**src/rtl/cpu_types_pkg.sv**
```systemverilog
// Shared CPU/RAM interface types: data word, RAM handshake state, arbiter state and request kind.
package cpu_types_pkg;

  typedef logic [31:0] word_t;

  typedef enum logic [1:0] {
    FREE   = 2'd0,
    BUSY   = 2'd1,
    ACCESS = 2'd2,
    ERROR  = 2'd3
  } ramstate_t;

  typedef enum logic {
    IDLE  = 1'b0,
    SERVE = 1'b1
  } arb_state_t;

  typedef enum logic [1:0] {
    IR = 2'd0,
    DR = 2'd1,
    DW = 2'd2
  } req_type_t;

endpackage

```
**src/rtl/rr_pick.sv**
```systemverilog
// Round-robin chooser: first set req bit after ptr, wrapping modulo CPUS.
// Purely combinational; the pointer register lives in the parent.
module rr_pick #(
  parameter int CPUS = 2,
  parameter int PW   = (CPUS > 1) ? $clog2(CPUS) : 1
) (
  input  logic [CPUS-1:0] req_i,
  input  logic [PW-1:0]   ptr_i,
  output logic [PW-1:0]   gnt_o,
  output logic            vld_o
);

  logic [PW-1:0] k;

  always_comb begin
    gnt_o = '0;
    vld_o = 1'b0;
    k     = '0;
    for (int i = 1; i <= CPUS; i++) begin
      k = PW'((int'(ptr_i) + i) % CPUS);
      if (!vld_o && req_i[k]) begin
        vld_o = 1'b1;
        gnt_o = k;
      end
    end
  end

endmodule

```
**src/rtl/mem_arbiter_rr.sv**
```systemverilog
// Round-robin RAM arbiter over CPUS cores (D over I within a core), registered grant and RAM drive.
// Grant appears the cycle after a request; wait drops in the first ACCESS cycle; watchdog aborts stalls.
module mem_arbiter_rr
  import cpu_types_pkg::*;
#(
  parameter int CPUS    = 2,
  parameter int TIMEOUT = 64,
  parameter int CNTW    = $clog2(TIMEOUT)
) (
  input  logic                 CLK,
  input  logic                 nRST,
  input  logic [CPUS-1:0]      iREN,
  input  word_t [CPUS-1:0]     iaddr,
  input  logic [CPUS-1:0]      dREN,
  input  logic [CPUS-1:0]      dWEN,
  input  word_t [CPUS-1:0]     daddr,
  input  word_t [CPUS-1:0]     dstore,
  output logic [CPUS-1:0]      iwait,
  output logic [CPUS-1:0]      dwait,
  output word_t [CPUS-1:0]     iload,
  output word_t [CPUS-1:0]     dload,
  output logic                 ramREN,
  output logic                 ramWEN,
  output word_t                ramaddr,
  output word_t                ramstore,
  input  word_t                ramload,
  input  ramstate_t            ramstate,
  output logic                 timeout_err
);

  localparam int PW = (CPUS > 1) ? $clog2(CPUS) : 1;

  arb_state_t      state_q;
  logic [PW-1:0]   rr_q;
  logic [PW-1:0]   own_q;
  req_type_t       typ_q;
  word_t           addr_q;
  word_t           store_q;
  logic [CNTW-1:0] cnt_q;
  logic            terr_q;
  logic            ren_q;
  logic            wen_q;

  logic [CPUS-1:0] c_req;
  logic [PW-1:0]   pick;
  logic            pick_vld;
  logic            held;
  logic            done;
  logic            expired;

  assign c_req = iREN | dREN | dWEN;

  rr_pick #(.CPUS(CPUS), .PW(PW)) u_pick (
    .req_i (c_req),
    .ptr_i (rr_q),
    .gnt_o (pick),
    .vld_o (pick_vld)
  );

  // The owner must keep asserting the exact request that was latched.
  always_comb begin
    case (typ_q)
      DW:      held = dWEN[own_q];
      DR:      held = dREN[own_q];
      default: held = iREN[own_q];
    endcase
  end

  assign done    = (state_q == SERVE) && (ramstate == ACCESS);
  assign expired = (cnt_q == CNTW'(TIMEOUT - 1));

  always_ff @(posedge CLK or negedge nRST) begin
    if (!nRST) begin
      state_q <= IDLE;
      rr_q    <= PW'(CPUS - 1);
      own_q   <= '0;
      typ_q   <= IR;
      addr_q  <= '0;
      store_q <= '0;
      cnt_q   <= '0;
      terr_q  <= 1'b0;
      ren_q   <= 1'b0;
      wen_q   <= 1'b0;
    end else begin
      case (state_q)
        IDLE: begin
          if (pick_vld) begin
            state_q <= SERVE;
            own_q   <= pick;
            cnt_q   <= '0;
            if (dWEN[pick]) begin
              typ_q   <= DW;
              addr_q  <= daddr[pick];
              store_q <= dstore[pick];
              wen_q   <= 1'b1;
              ren_q   <= 1'b0;
            end else if (dREN[pick]) begin
              typ_q   <= DR;
              addr_q  <= daddr[pick];
              store_q <= '0;
              wen_q   <= 1'b0;
              ren_q   <= 1'b1;
            end else begin
              typ_q   <= IR;
              addr_q  <= iaddr[pick];
              store_q <= '0;
              wen_q   <= 1'b0;
              ren_q   <= 1'b1;
            end
          end
        end
        SERVE: begin
          if (done || !held || expired) begin
            state_q <= IDLE;
            ren_q   <= 1'b0;
            wen_q   <= 1'b0;
            // A dropped request leaves the pointer alone; completion and timeout advance it.
            if (done || held) rr_q <= own_q;
            if (!done && held) terr_q <= 1'b1;
          end else begin
            cnt_q <= cnt_q + 1'b1;
          end
        end
        default: state_q <= IDLE;
      endcase
    end
  end

  always_comb begin
    iwait = '1;
    dwait = '1;
    iload = '0;
    dload = '0;
    if (done) begin
      if (typ_q == IR) begin
        iwait[own_q] = 1'b0;
        iload[own_q] = ramload;
      end else begin
        dwait[own_q] = 1'b0;
        dload[own_q] = ramload;
      end
    end
  end

  assign ramREN      = ren_q;
  assign ramWEN      = wen_q;
  assign ramaddr     = addr_q;
  assign ramstore    = store_q;
  assign timeout_err = terr_q;

endmodule
```
**config.mk**
```make
export PLATFORM = sky130hd
export DESIGN_NAME = mem_arbiter_rr
export DESIGN_NICKNAME = d
export VERILOG_FILES = /design/src/rtl/cpu_types_pkg.sv /design/src/rtl/rr_pick.sv /design/src/rtl/mem_arbiter_rr.sv
export SDC_FILE = /design/constraint.sdc
export NUM_CORES = 1
export LEC_CHECK = 0
export ABC_AREA = 1
export ABC_CLOCK_PERIOD_IN_PS = 1700
export BUFFER_PORTS_ARGS = -buffer_cell sky130_fd_sc_hd__clkbuf_2
export CORE_AREA = 2 2 170 172
export CTS_BUF_LIST = sky130_fd_sc_hd__clkbuf_16
export DETAILED_ROUTE_END_ITERATION = 8
export DIE_AREA = 0 0 172 174
export PLACE_DENSITY = 0.56
export SETUP_SLACK_MARGIN = 0.3
export SLEW_MARGIN = 20
export SYNTH_ARGS = -nofsm -noshare
export SYNTH_HDL_FRONTEND = slang
export SYNTH_SLANG_ARGS = --single-unit
```
**constraint.sdc**
```tcl
create_clock -name CLK -period 1.7 [get_ports CLK]
set_clock_uncertainty 0.1 [all_clocks]
set_input_delay 0.17 -clock CLK [delete_from_list [all_inputs] [get_ports CLK]]
set_output_delay 0.17 -clock CLK [all_outputs]
set_load 0.1 [all_outputs]
```
==> impl_results.md <==
* Status: finished with violations
* Failing checks: negative hold slack, negative setup slack
* Vias in the first global route at just under 8k
* Tot GR Track Use at 0.200
* Synth top area share at 0.352
* WP data arrival at 1.83 ns
* Peak supply drop at roughly 1100 µV
* Mapped Cells at 873
* Worst-Margin Slew at between 0.5 and 0.6 ns
* Max-cap violations at 0
* Fraction of layout cells with a size suffix above 1 at 0.616
* # setup viols final at ~190
* Post-Syn Area per Cell at 6.28 µm²
* Total die area at around 30000 µm²
* CTS root buf: clkbuf_16
* #FFs+latches synth at 78
* Fin. Hold Viols at 2
* Initial antenna violation count at 3
* Worst Reg-to-Reg Cells at 10
* Reg2reg start: rr_q
* Fin area at ~14000 µm²
* Synthesized net count at approximately 1.1k
* DRC viols at 0
* Layout Cells excl Fill at roughly 1.8k
* Hold Crit Endpoint: ramstore[30]
* Routed WL at around 33 mm
* CTS clk-pin slew, worst paths at roughly 0.080 ns
* Hpwl dp at 20.7 mm
* Yosys warns at 0
* Post-synthesis sequential area ratio at 0.356
* Synth cell types at 30
* Placed Instance Area at between 10000 and 15000 µm²
* Crit Path Class: flop to output pin
* Synth top area cells: dfrtp_1 35%, nand2_1 22%, nor2_1 9.2%, inv_1 5.2%, nand3_1 4.8%
* Setup crit end kind: output pin
* Peak fanout along the critical path at 25
* Synth-to-Final Area Change at 155%
* Hold path startpoint: dstore[62]
* Unrepaired setup endpoints after global routing: true
* Core ar. at 28200 µm²
* Placed cell count at ~1.7k
* Hold Path Depth at 3
* Commonest cells after routing, fill and taps aside: 269 x nand2_1, 233 x clkbuf_2, 164 x buf_12
* Largest net degree at the start of global routing at 37
* WP data required at around 1.4 ns
* GRT Residual Overflow at 0
* Synthesized area at between 5000 and 6000 µm²
* Startpoint types: flop
* CTS buffer count at 9
* Vias at approximately 8k
* Maximum clock insertion buffer count at 2
* Final WS setup at -0.396 ns
* Fin. max-slew vios at 0
* Relative slew slack at 0.631
* Tcrit/Tclk final at 1.23
* CTS H-tree lvls at 3
* Global routing's busiest layer: met2
* Dpl ws at -0.0811 ns
* First-iteration detailed-routing DRC count at between 300 and 400
* Max frequency at roughly 0.48 GHz
* Global-route wire length before repair at 45.5 mm
* DRT antenna net count at 0
* P per Cell Area at around 1800 nW/µm²
* Worst Hold Class: primary input to flop
* Avg WL per Cell at approximately 19 µm
* Clk_lat worst skew at 0.35 ns
* Clock sinks at 78
* Global-route met1 utilization at 0.228
* Routability cong. at between 0.8 and 0.9
* Starting density of the core at 0.194
* Met2 usage at 0.368
* Reg2reg setup slack at -0.16 ns
* Nets at about 1.6k
* First-pass iteration count of the detailed router at 4
* # rows at 62
* DR vias/cell at 4.53
* CTS tree: yes
* Reported leakage power at around 6.7 nW
* Global routing usage on met3 at 0.0442
* Most common cell after layout, fill and taps aside: nand2_1
* # IOs at roughly 430
* Finished Core Util at 0.494
* WHS at -0.0171 ns
* Reg-to-Reg End: ramaddr[4]
* Yosys top cell by area: dfrtp_1
* Min cycle time layout at 2.10 ns
* Chip height at 174 µm
* Die W at between 150 and 200 µm
* Port bufs at roughly 430
per-stage QoR:
stage          power (mW)  TNS, ns
5_1_grt              26.1   -58.93
6_report             25.0   -43.62
3_5_place_dp         17.6    -1.93
3_3_place_gp         17.4   -0.176
4_1_cts              22.9   -43.32
2_1_floorplan        14.0   -58.28
per-layer routing:
metal | share of wire | vias up | routed length [µm]
met5 | 0.00039 | - | 13
met1 | 0.36 | 3767 | 11800
met3 | 0.084 | 79 | 2770
met2 | 0.53 | 449 | 17500
li1 | - | 3778 | -
met4 | 0.030 | 2 | 994
flip-flops by register name, summed over array words and instances, names as in the netlist:
name,cells
state_q,1
ramREN,1
cnt_q,6
timeout_err,1
rr_q,1
ramWEN,1
ramaddr,32
typ_q,2
own_q,1
ramstore,32
cell usage after synthesis:
cell type,number
nand4_1,32
nor2_1,134
o21ai_1,30
inv_2,4
a21oi_1,1
or2_2,20
dfstp_2,1
xor2_1,2
o22ai_1,1
nand2_1,315
nand4_2,1
or2_1,12
dfrtp_1,77
ha_1,4
nor3b_1,2
buf_1,3
o21bai_1,1
clkbuf_1,11
nand2_2,6
buf_4,8
nor2_2,2
buf_2,23
clkbuf_2,2
nand2_4,1
inv_1,76
nand3_2,1
buf_6,8
nand3_1,53
inv_4,1
o21ai_0,41
worst max path at each step:
stage	from	endpoint	slack (ns)	cells past startpoint
after floorplan	state_q	dload[37]	-0.85	5
after global placement	rr_q	ramaddr[12]	-0.04	8
after detailed placement	rr_q	ramaddr[3]	-0.08	8
after CTS	state_q	dload[13]	-0.40	7
after global routing	state_q	iload[60]	-0.48	6
final	typ_q[1]	dload[59]	-0.40	8
report_power, final:
part           internal, mW  switching [mW]
Clock                  1.16           0.877
Sequential             2.70           0.534
Combinational          6.67            13.0
Total                  10.5            14.5
critical path: stages, from the launching register on:
cell and delay (ns):
dfrtp_1 0.36, inv_2 0.06, ha_4 0.18, inv_2 0.08, nand3_2 0.12, buf_12 0.20
buf_4 0.16, nor2_4 0.10, buf_12 0.18
area by class of cell:
type                    count  area (µm²)
inverters                  81         327
clock inverters             7        78.8
diodes                      1        2.50
fillers                  2679       14300
multi-input cells         664        4480
clock buffers               9         225
flip-flops and latches     78        1950
repair buffers            557        6410
well taps                 384         480
cell families after synthesis:
logic type,Yosys count,share of synthesized area
AOI/OAI and AO/OA,74,0.0683
xor gates and xnor gates,2,0.00320
adders and majority gates,4,0.00913
buffers and inverters,136,0.116
DFF,78,0.356
and+or+nand+nor,579,0.447
timing repair:
action / 4_1_cts / 5_1_grt
gates cloned: 27 / 12
setup buffers: 31 / 9
pin swaps: 87 / 83
endpoints found under the hold margin: 80 / 1
gates resized for setup: 189 / 238
hold buffers: 4 / 1
setup endpoints to repair: 275 / 275
No activity file was read; power rests on OpenSTA's default activity.
